$ cat src/rtl/i2c_target_regs.sv
// I2C target endpoint: filters SCL/SDA, decodes START/STOP/address/data and
// exposes a DEPTH-byte register file to the bus and to a local host port.
module i2c_target_regs #(
   parameter logic [6:0] TGT_ADDR   = 7'h50,
   parameter int         DEPTH      = 16,
   parameter int         FILTER_LEN = 3,
   localparam int        AW         = $clog2(DEPTH)
) (
   input  logic          wb_clk_i,
   input  logic          wb_rst_i,
   input  logic          scl_pad_i,
   input  logic          sda_pad_i,
   output logic          sda_pad_o,
   output logic          sda_padoen_o,
   input  logic          host_we_i,
   input  logic [AW-1:0] host_adr_i,
   input  logic [7:0]    host_dat_i,
   output logic [7:0]    host_dat_o,
   output logic          reg_wr_o,
   output logic [AW-1:0] reg_adr_o,
   output logic          busy_o
);

   localparam int CW = $clog2(FILTER_LEN + 1);
   localparam logic [CW-1:0] CNT_MAX = CW'(FILTER_LEN - 1);

   typedef enum logic [2:0] {
      S_IDLE, S_ADDR, S_ADDR_ACK, S_WR_BYTE, S_WR_ACK, S_RD_BYTE, S_RD_ACK, S_WAIT
   } state_t;

   state_t state, next_state;

   // Index 1 is SCL, index 0 is SDA.
   logic [1:0]    sync1, sync2, filt, filt_d;
   logic [CW-1:0] cnt [2];

   logic scl_f, sda_f, scl_rise, scl_fall, start_det, stop_det;

   logic [7:0]    shift;
   logic [7:0]    byte_in;
   logic [3:0]    bit_cnt;
   logic          rw, first_byte, ack_on, sda_oe, busy, reg_wr;
   logic [AW-1:0] ptr, reg_adr;
   logic [7:0]    regs [DEPTH];

   logic sample_bit, drive_ack, end_ack, count_rd, next_bit, end_rd;
   logic take_ack, load_next, i2c_we;

   // A new level is accepted only after FILTER_LEN consecutive disagreeing samples.
   always_ff @(posedge wb_clk_i) begin
      if (!wb_rst_i) begin
         sync1  <= '1;
         sync2  <= '1;
         filt   <= '1;
         filt_d <= '1;
         cnt[0] <= '0;
         cnt[1] <= '0;
      end else begin
         sync1  <= {scl_pad_i, sda_pad_i};
         sync2  <= sync1;
         filt_d <= filt;
         for (int i = 0; i < 2; i++) begin
            if (sync2[i] == filt[i]) begin
               cnt[i] <= '0;
            end else if (cnt[i] == CNT_MAX) begin
               filt[i] <= sync2[i];
               cnt[i]  <= '0;
            end else begin
               cnt[i] <= cnt[i] + 1'b1;
            end
         end
      end
   end

   assign scl_f     = filt[1];
   assign sda_f     = filt[0];
   assign scl_rise  = filt[1] & ~filt_d[1];
   assign scl_fall  = ~filt[1] & filt_d[1];
   assign start_det = scl_f & filt_d[1] & filt_d[0] & ~sda_f;
   assign stop_det  = scl_f & filt_d[1] & ~filt_d[0] & sda_f;
   assign byte_in   = {shift[6:0], sda_f};

   always_ff @(posedge wb_clk_i) begin
      if (!wb_rst_i) state <= S_IDLE;
      else           state <= next_state;
   end

   always_comb begin
      next_state = state;
      if (stop_det) begin
         next_state = S_IDLE;
      end else if (start_det) begin
         next_state = S_ADDR;
      end else begin
         case (state)
            S_ADDR:
               if (scl_rise && bit_cnt == 4'd7)
                  next_state = (byte_in[7:1] == TGT_ADDR) ? S_ADDR_ACK : S_WAIT;
            S_ADDR_ACK:
               if (scl_fall && ack_on) next_state = rw ? S_RD_BYTE : S_WR_BYTE;
            S_WR_BYTE:
               if (scl_rise && bit_cnt == 4'd7) next_state = S_WR_ACK;
            S_WR_ACK:
               if (scl_fall && ack_on) next_state = S_WR_BYTE;
            S_RD_BYTE:
               if (scl_fall && bit_cnt == 4'd8) next_state = S_RD_ACK;
            S_RD_ACK:
               if (scl_rise && sda_f)       next_state = S_WAIT;
               else if (scl_fall && ack_on) next_state = S_RD_BYTE;
            default: next_state = state;
         endcase
      end
   end

   // Per-state datapath strobes; bus conditions suppress all bit handling.
   always_comb begin
      sample_bit = 1'b0;
      drive_ack  = 1'b0;
      end_ack    = 1'b0;
      count_rd   = 1'b0;
      next_bit   = 1'b0;
      end_rd     = 1'b0;
      take_ack   = 1'b0;
      load_next  = 1'b0;
      if (!stop_det && !start_det) begin
         case (state)
            S_ADDR, S_WR_BYTE: sample_bit = scl_rise;
            S_ADDR_ACK, S_WR_ACK: begin
               drive_ack = scl_fall & ~ack_on;
               end_ack   = scl_fall & ack_on;
            end
            S_RD_BYTE: begin
               count_rd = scl_rise;
               next_bit = scl_fall && bit_cnt != 4'd8;
               end_rd   = scl_fall && bit_cnt == 4'd8;
            end
            S_RD_ACK: begin
               take_ack  = scl_rise;
               load_next = scl_fall & ack_on;
            end
            default: ;
         endcase
      end
      i2c_we = end_ack && state == S_WR_ACK && !first_byte;
   end

   always_ff @(posedge wb_clk_i) begin
      if (!wb_rst_i) begin
         shift      <= '0;
         bit_cnt    <= '0;
         rw         <= 1'b0;
         first_byte <= 1'b0;
         ack_on     <= 1'b0;
         ptr        <= '0;
         sda_oe     <= 1'b1;
         busy       <= 1'b0;
         reg_wr     <= 1'b0;
         reg_adr    <= '0;
      end else begin
         reg_wr <= 1'b0;
         if (stop_det) begin
            sda_oe <= 1'b1;
            busy   <= 1'b0;
         end else if (start_det) begin
            sda_oe  <= 1'b1;
            bit_cnt <= '0;
         end else begin
            if (sample_bit) begin
               shift <= byte_in;
               if (bit_cnt == 4'd7) begin
                  bit_cnt <= '0;
                  ack_on  <= 1'b0;
                  if (state == S_ADDR) begin
                     if (byte_in[7:1] == TGT_ADDR) begin
                        rw   <= sda_f;
                        busy <= 1'b1;
                     end else begin
                        busy <= 1'b0;
                     end
                  end
               end else begin
                  bit_cnt <= bit_cnt + 1'b1;
               end
            end
            if (drive_ack) begin
               sda_oe <= 1'b0;
               ack_on <= 1'b1;
            end
            if (end_ack) begin
               bit_cnt <= '0;
               if (state == S_ADDR_ACK) begin
                  first_byte <= 1'b1;
                  if (rw) begin
                     shift  <= regs[ptr];
                     sda_oe <= regs[ptr][7];
                  end else begin
                     sda_oe <= 1'b1;
                  end
               end else begin
                  sda_oe <= 1'b1;
                  if (first_byte) begin
                     ptr        <= shift[AW-1:0];
                     first_byte <= 1'b0;
                  end else begin
                     reg_wr  <= 1'b1;
                     reg_adr <= ptr;
                     ptr     <= ptr + 1'b1;
                  end
               end
            end
            if (count_rd) bit_cnt <= bit_cnt + 1'b1;
            if (next_bit) begin
               sda_oe <= shift[6];
               shift  <= {shift[6:0], 1'b0};
            end
            if (end_rd) begin
               sda_oe <= 1'b1;
               ack_on <= 1'b0;
            end
            if (take_ack) begin
               if (!sda_f) begin
                  ptr    <= ptr + 1'b1;
                  ack_on <= 1'b1;
               end else begin
                  busy <= 1'b0;
               end
            end
            if (load_next) begin
               shift   <= regs[ptr];
               sda_oe  <= regs[ptr][7];
               bit_cnt <= '0;
            end
         end
      end
   end

   // The I2C write is ordered after the host write so it wins on an address clash.
   always_ff @(posedge wb_clk_i) begin
      if (!wb_rst_i) begin
         for (int i = 0; i < DEPTH; i++) regs[i] <= '0;
         host_dat_o <= '0;
      end else begin
         host_dat_o <= regs[host_adr_i];
         if (host_we_i) regs[host_adr_i] <= host_dat_i;
         if (i2c_we)    regs[ptr] <= shift;
      end
   end

   assign sda_pad_o    = 1'b0;
   assign sda_padoen_o = sda_oe;
   assign reg_wr_o     = reg_wr;
   assign reg_adr_o    = reg_adr;
   assign busy_o       = busy;

endmodule

$ cat config.mk
export PLATFORM = sky130hd
export DESIGN_NAME = i2c_target_regs
export DESIGN_NICKNAME = d
export VERILOG_FILES = /design/src/rtl/i2c_target_regs.sv
export SDC_FILE = /design/constraint.sdc
export NUM_CORES = 1
export LEC_CHECK = 0
export ABC_CLOCK_PERIOD_IN_PS = 3200
export CAP_MARGIN = 40
export CORE_UTILIZATION = 45
export CTS_BUF_LIST = sky130_fd_sc_hd__clkbuf_16
export CTS_CLUSTER_SIZE = 8
export DETAILED_ROUTE_END_ITERATION = 10
export PLACE_DENSITY = 0.58
export SKIP_CTS_REPAIR_TIMING = 1
export SYNTH_ARGS = -nofsm -noshare
export SYNTH_HDL_FRONTEND = slang
export SYNTH_SLANG_ARGS = --single-unit
$ cat constraint.sdc
create_clock -name wb_clk_i -period 3.2 [get_ports wb_clk_i]
set_input_delay 0.64 -clock wb_clk_i [delete_from_list [all_inputs] [get_ports wb_clk_i]]
set_output_delay 0.64 -clock wb_clk_i [all_outputs]
set_load 0.02 [all_outputs]
Word-level counts from Yosys, hierarchy flattened:

Memories as Yosys holds them, arrays and structs flattened. A register that Yosys moved wholly into a read port is not among the register bits.
Index checks and enable logic that the tools add are counted.

* add/subtract/negate cells: 4
* equal/unequal tests: 26
* multiplexer cells: 108
* bitwise operators: 28
* reductions and logical operators: 32

Operators with widths (count)
* 1-bit two-way mux: 69
* 8-bit two-way mux: 8
* 4-bit two-way mux: 15
* 3-bit two-way mux: 9
* 3-bit != test, second input constant: 6
* 3-bit case mux with 6 select lines: 1
* 8-bit OR reduction: 2
* 7-bit AND reduction: 2
* 1-bit NOT: 13
* 2-bit two-way mux: 6
* 2-bit != test, second input constant: 5
* 5-bit nonzero test: 2
* 1-bit bitwise AND: 9
* 3-bit equality test, second input constant: 3
* 4-bit by 1-bit adder with 4-bit output, second input constant: 2
* 1-bit logical AND: 8
* 4-bit != test, second input constant: 2
* 2-bit AND reduction: 4
* 7-bit equality test, second input constant: 1
* 7-bit nonzero test: 1
* 3-bit by 2-bit equality test with 1-bit output, second input constant: 2
* 1-bit bitwise OR: 6
* 6-bit AND reduction: 1
* 6-bit nonzero test: 1
* 12 further kinds: 20

* flip-flop bits (word level): 37
* memory bits (writable): 132
* bits of input ports: 17
* output and inout port bits: 16
* word-level logic and storage cells: 217
* memories: 2

Memory list
* regs: words 16, bits a word 8, read ports 2, clocked after memory_dff 2, write ports 16, RTL line 44 `logic [7:0] regs [DEPTH];`
* cnt: words 2, bits a word 2, read ports 2, clocked after memory_dff 0, write ports 2, RTL line 35 `logic [CW-1:0] cnt [2];`

Depth between registers and ports, before layout:

Gate-level depths: netlist (run 1).

* depth in word-level cells: 13
* mapped depth: 9
* gate-level depth less buffers: 7

Worst setup path before layout (run 1):

OpenSTA, ideal clock, no wires.

* kind: input-to-reg
* start: input host_adr_i[0]
* end: memory regs[1][0] (enable)
* setup time: 0.329 ns
* arrival time: 2.324 ns
* path slack: 0.548 ns
* stages on the path: 5
* cells stage by stage: buf_2 buf_2 nand3_1 nor4_1 or3_1

RTL lines
* from (decl): RTL line 16 `input logic [AW-1:0] host_adr_i,`
* to (decl): RTL line 44

==> results of run 1 <==
per-layer routing:
layer	up-vias	wire, µm	track usage, %	part of all wire, %
li1	3789	-	-	-
met1	4022	13000	35.4	41
met2	339	15100	43.9	48
met3	53	2480	5.98	7.9
met4	0	682	8.82	2.2
met5	-	0	0	0
path summary, 6_finish.rpt:
check                  from          end  slack, ps  depth (start not counted)
hold / removal     sync1[1]     sync2[1]        410                          1
setup reg to reg  filt_d[1]  regs[15][1]        630                          4
hold reg to reg    sync1[1]     sync2[1]        410                          1
setup / recovery  filt_d[1]  regs[15][1]        630                          4
power by group through the flow:
stage               Combinational (mW)  Sequential [mW]  Clock [mW]
finish                           0.800             2.76        2.11
global route                     0.853             2.77        2.23
CTS                              0.795             2.76        2.13
detailed placement               0.793             2.81           0
global placement                 0.790             2.81           0
floorplan                        0.569             2.75           0
kinds of logic after synthesis:
group,share of synthesized area [%]
xor gates and xnor gates,0.488
and+or+nand+nor,20.2
DFF,46.0
muxes,16.7
other,0.0698
adders and majority gates,0.930
AOI/OAI and AO/OA,10.8
buffers and inverters,4.92
sequential cells by signal (all words and copies together) (netlist names), named ones only:
name	cells
regs	128
host_dat_o	8
shift	8
bit_cnt	4
cnt	4
ptr	4
reg_adr_o	4
state	3
filt	2
filt_d	2
sync1	2
sync2	2
ack_on	1
busy_o	1
first_byte	1
reg_wr_o	1
rw	1
sda_padoen_o	1
stage by stage:
| stage | utilization, % | worst slack (ps) | hold WS, ps | instances |
|---|---|---|---|---|
| after floorplan | - | 548 | 386 | 1033 |
| after global placement | 49.2 | 431 | 397 | 1350 |
| after detailed placement | 49.2 | 423 | 398 | 1351 |
| after CTS | 51.7 | 634 | 416 | 1383 |
| after global routing | 51.7 | 527 | 425 | 1383 |
| final | 51.7 | 629 | 412 | 1383 |
area by class of cell:
type | instances | area (µm²) | share of cell area (%)
clock inverter | 15 | 153 | 1.26
timing repair buffer | 101 | 858 | 7.07
multi-input combinational | 735 | 5300 | 43.7
sequential | 181 | 4950 | 40.8
clock buffer | 17 | 425 | 3.51
inverter | 15 | 56.3 | 0.464
tap | 319 | 399 | 3.29
synth_stat cells (8+ instances only):
cell type,n
nor4_4,16
nand2b_1,14
o21ai_1,22
edfxtp_1,132
and2_1,14
dfxtp_1,49
or3_1,22
a31oi_1,10
nor3_1,13
nor2_1,27
buf_2,29
ha_1,8
o21ai_0,114
a21oi_1,17
buf_1,18
nand3_1,8
inv_1,15
nand2_1,276
a22oi_1,12
clkbuf_1,46
mux4_2,73
critical path, stage by stage, from the launching register on:
cell	delay [ps]
dfxtp_1	530
nand3b_4	120
or4_4	790
nor4_4	350
or3_1	420
==> impl_results.md, run 1 <==
- Instance area at placement: about 12000 µm²
- Routed Wire Length: between 30000 and 40000 µm
- Layout cell share with drive strength beyond 1: between 10% and 20%
- Number of clock sinks: 181
- # rows: 56
- Combinational Power Share: 14.1%
- Pin count of the biggest net entering global routing: 28
- Net switching component of the power: approximately 1.5 mW
- Clock tree from TritonCTS: yes
- Critical path arrival: 2660 ps
- Flip-flop cell with the highest count after synthesis: edfxtp_1
- Via count: approximately 8200
- Static leakage: between 3 and 4 nW
- Warning count from the yosys run: 0
- Critical Path RT: around 3300 ps
- Internal Dissipation: between 4 and 5 mW
- Capturing element type of the critical path: flip-flop
- Width of the die: roughly 160 µm
- # setup viols final: 0
- Category of the worst setup path launch point: flip-flop
- Detailed placer's ending HPWL: 23200 µm
- Final worst path period need: approximately 2600 ps
- Count of routing violations after the opening detailed-route iteration: roughly 670
- Top Ports: 33
- Outcome: finished clean
- Net switching share of the total power: 27.0%
- Achievable frequency: roughly 400 MHz
- Signed area change from the synthesized netlist to the final layout: 12.8%
- Cell area power density: ~470 nW/µm²
- Final max-slew violation count: 0
- Die Outline Area: about 25000 µm²
- # port buffers: 31
- Initial antenna violation count: 1
- Routability cong.: 0.846
- WL/cell: between 20 and 25 µm
- Most frequent cells in the layout: nand2_1 (276), edfxtp_1 (132), o21ai_0 (114)
- Reg power frac: between 40% and 50%
- Number of global-route vias before repair: ~7900
- Count of endpoints failing hold in the final timing report: 0
- Hold Path Class: flip-flop to flip-flop
- Worst-path clk slew: ~70 ps
- EDFF count, synth: 132
- Fin crit share: 80.3%
- Final instance area: approximately 12000 µm²
- # DRC: 0
- Cell count after synthesis: 1030
- Library cells used by synthesis: 64
- H-tree depth: 4
- Share of synthesized registers carrying an async set or reset: 0%
- Total GRT Usage: 26.9%
- Fillcell total: between 2000 and 2500
- Share of synthesized area occupied by flip-flops and latches: a little under half
- Top cell type by total area after synthesis: edfxtp_1
- Worst Setup Path Type: flip-flop to flip-flop
- Area share of the leading cell type in the synthesized netlist: roughly 37%
- Final sum of negative setup slack: 0 ps
- Critical path fanouts, max: 27
- Die Y: approximately 160 µm
- RSZ-0062 raised after global routing: false
- Layout Nets: 1076
- Global-route wire length before repair: ~48000 µm
- Initial core utilization: a little under half
- Synthesis-stage register bit count: roughly 180
- Number of buffers inserted during clock tree synthesis: 17
- Slew of the pin with the lowest slew margin: approximately 860 ps
- Max clock buf depth: 2
- # diodes: 0
- Worst Skew: ~9.2 ps
- Root cell of the clock tree: clkbuf_16
- Post-route ant nets: 0
- Most common cell after layout, fill and taps aside: nand2_1
- Synth area leaders: edfxtp_1 (37%), mux4_2 (15%), nand2_1 (9.6%), dfxtp_1 (9.1%), o21ai_0 (5.3%)
- Average cell area after synthesis: 10.4 µm²
- Worst slew margin relative to its limit: 42.4%
- Per-cell via count in the routed design: between 5 and 6
- Share of total power in the clock network: between 30% and 40%
- Power, Total: ~5.7 mW
- Gr ovfl total: 0
- Max-cap violations: 0
- Number of iterations in the first detailed-routing pass: 6
- Insertion delay to the later sink of the worst-skew pair: ~440 ps
- Post-Syn Area: ~11000 µm²
- Area of the core region: between 20000 and 25000 µm²
- Worst vdd rail ir drop: roughly 0.32 mV
Power figures use the tool's default switching activity.
==> inputs of run 2 (changes only) <==
- ABC_CLOCK_PERIOD_IN_PS: 3200 -> 2500
- clock period: 3.2 -> 2.5 ns (I/O delays scaled with it)
==> run 2 against run 1 <==
Design area rose by 2.7%. Hold slack better by 1.6 ps. Clock skew grew 2.2 ps. Largest cell class unchanged. Register-to-register slack worse by 530 ps.
==> impl_results.md, run 2 (same netlist as run 1, synthesis figures left out) <==
- Outcome: finished clean (unchanged)
- Share of total power in the clock network: 39.0% (was 37.3%)
- Count of endpoints failing hold in the final timing report: 0 (unchanged)
- # diodes: 0 (unchanged)
- Area used by multi-input combinational logic: 5300 µm² (about the same)
- Global-route wire length before repair: 48400 µm (was 47600 µm)
- Internal Dissipation: 5.54 mW (was 4.14 mW)
- Capturing element type of the critical path: flip-flop (unchanged)
- Most frequent cells in the layout: nand2_1 (276), edfxtp_1 (132), o21ai_0 (114) (unchanged)
- Net switching component of the power: 2.00 mW (was 1.53 mW)
- Category of cells accounting for the largest share of critical-path delay: simple AND/OR/NAND/NOR gates (unchanged)
- Signed area change from the synthesized netlist to the final layout: 15.8% (was 12.8%)
- Worst-path cell chain: nand3b_4 > or4_4 > buf_4 > nor4_4 > buf_4 > o21ai_0 (was nand3b_4 > or4_4 > nor4_4 > or3_1)
- Worst-path clk slew: 70 ps (about the same)
- Number of clock sinks: 181 (unchanged)
- WL/cell: 22.6 µm (about the same)
- Clock tree from TritonCTS: yes (unchanged)
- Die Outline Area: 24500 µm² (unchanged)
- Category of the worst setup path launch point: flip-flop (unchanged)
- Slowest cell on the critical path: or4_4 (unchanged)
- Number of iterations in the first detailed-routing pass: 5 (was 6)
- Layout cell share with drive strength beyond 1: 21.3% (was 19.5%)
- Pin count of the biggest net entering global routing: 33 (was 28)
- Total GRT Usage: 27.5% (was 26.9%)
- Cell area power density: 605 nW/µm² (was 467 nW/µm²)
- Critical path's most frequent cell: buf_4
- Register containing the most flip-flops in the final layout: regs (unchanged)
- Detailed placer's ending HPWL: 22800 µm (was 23200 µm)
- Final worst path period need: 2400 ps (was 2570 ps)
- Achievable frequency: 416 MHz (was 389 MHz)
- Area of the core region: 23500 µm² (unchanged)
- Width of the die: 157 µm (unchanged)
- Post-route ant nets: 0 (unchanged)
- Number of global-route vias before repair: 7971 (was 7906)
- Net switching share of the total power: 26.5% (was 27.0%)
- Initial antenna violation count: 1 (unchanged)
- Critical path arrival: 2580 ps (was 2660 ps)
- Cell count of the worst hold path: 1 (unchanged)
- RSZ-0062 raised after global routing: false (unchanged)
- Count of routing violations after the opening detailed-route iteration: 886 (was 669)
- # rows: 56 (unchanged)
- Critical path fanouts, max: 16 (was 27)
- Layout Nets: 1101 (was 1076)
- Fillcell total: 2061 (was 2048)
- Routed Wire Length: 31800 µm (was 31300 µm)
- Fin crit share: 96.0% (was 80.3%)
- Worst vdd rail ir drop: 0.430 mV (was 0.320 mV)
- WP buf/inv: 2 (was 0)
- Launch point of the critical path: filt_d[1] (unchanged)
- Initial core utilization: 45.8% (unchanged)
- Combinational Power Share: 14.8% (was 14.1%)
- # port buffers: 31 (unchanged)
- Final sum of negative setup slack: 0 ps (unchanged)
- # DRC: 0 (unchanged)
- Number of buffers inserted during clock tree synthesis: 17 (unchanged)
- Worst Skew: 11.3 ps (was 9.17 ps)
- HP Start: sync1[0] (was sync1[1])
- Number of cell instances on the worst register-to-register path: 6 (was 4)
- Root cell of the clock tree: clkbuf_16 (unchanged)
- H-tree depth: 4 (unchanged)
- Static leakage: 4.16 nW (was 3.98 nW)
- Worst Setup Path Type: flip-flop to flip-flop (unchanged)
- Maximum cell stage delay along the critical path: 730 ps (was 790 ps)
- Routability cong.: 0.894 (was 0.846)
- Slew of the pin with the lowest slew margin: 711 ps (was 861 ps)
- Capture point of the worst path: regs[1][7] (was regs[15][1])
- Reg power frac: 46.3% (was 48.6%)
- R2r startpoint: filt_d[1] (unchanged)
- Total instance count after detailed placement: 1376 (was 1351)
- Register area: 4950 µm² (unchanged)
- Critical Path RT: 2680 ps (was 3290 ps)
- Register-to-register setup slack: 100 ps (was 630 ps)
- Worst slew margin relative to its limit: 52.1% (was 42.4%)
- Depth of the critical timing path with buffers and inverters included: 6 (was 4)
- Largest registers: regs (128), host_dat_o (8), shift (8) (unchanged)
- Per-cell via count in the routed design: 5.91 (was 5.93)
- Gr ovfl total: 0 (unchanged)
- Flip-flop count of the largest register after layout: 128 (unchanged)
- # setup viols final: 0 (unchanged)
- Insertion delay to the later sink of the worst-skew pair: 450 ps (was 440 ps)
- Hold Path Class: flip-flop to flip-flop (unchanged)
- Count of placed standard cells in the final layout, fillers left out: 1408 (was 1383)
- Most common cell after layout, fill and taps aside: nand2_1 (unchanged)
- Via count: 8325 (was 8203)
- Final max-slew violation count: 0 (unchanged)
- Max clock buf depth: 2 (unchanged)
- Critical R2R Capture: regs[1][7] (was regs[15][1])
- Die Y: 157 µm (unchanged)
- Top Ports: 33 (unchanged)
- Max-cap violations: 0 (unchanged)
-- run 2: cell types whose count changed in the layout (fill, tap and decap cells not counted), sizes merged --
| cell | before | now |
|---|---|---|
| inv | 22 | 19 |
| buf | 72 | 97 |
| clkinvlp | 4 | 1 |
| clkinv | 2 | 6 |
| bufinv | 2 | 4 |
-- run 2: worst register-to-register path, cell delays in order (launching register included) --
cell and delay (ps):
dfxtp_1 380, nand3b_4 100, or4_4 730, buf_4 260, nor4_4 230, buf_4 280
o21ai_0 150
-- run 2: how the worst min path moves through the flow --
stage                     to  slack, ps
floorplan           sync2[0]        390
global placement    sync2[0]        390
detailed placement  sync2[1]        390
CTS                 sync2[0]        420
global route        sync2[1]        430
finish              sync2[0]        410
-- run 2: power by group through the flow --
stage	registers (mW)	clock network (mW)	logic, mW
5_1_grt	3.50	3.06	1.18
3_3_place_gp	3.55	0	1.09
3_5_place_dp	3.55	0	1.10
6_report	3.49	2.94	1.11
2_1_floorplan	3.51	0	0.729
4_1_cts	3.48	2.95	1.10
-- run 2: layout make-up --
class | instances | share of cell area, %
clock inverters | 15 | 1.66
repair buffers | 126 | 9.04
flip-flops and latches | 181 | 39.7
multi-input cells | 735 | 42.6
inverters | 15 | 0.452
clock buffers | 17 | 3.41
well taps | 319 | 3.20
-- run 2: stage by stage --
stage               hold WS (ps)  setup WS [ps]  util (%)  area [µm²]  power (mW)
global route                 433           23.7      53.1       12500        7.75
detailed placement           394          -22.0      50.4       11800        4.65
CTS                          417           94.9      53.1       12500        7.54
finish                       414           99.0      53.1       12500        7.54
floorplan                    386           66.7         -       10800        4.24
global placement             389           21.5      50.4       11800        4.64
-- run 2: per-layer routing --
| layer | global-route usage, % | share of wire [%] |
|---|---|---|
| met1 | 36.5 | 41 |
| met2 | 44.8 | 47 |
| met3 | 3.63 | 7.6 |
| met4 | 12.6 | 3.8 |
| met5 | 0 | 0 |
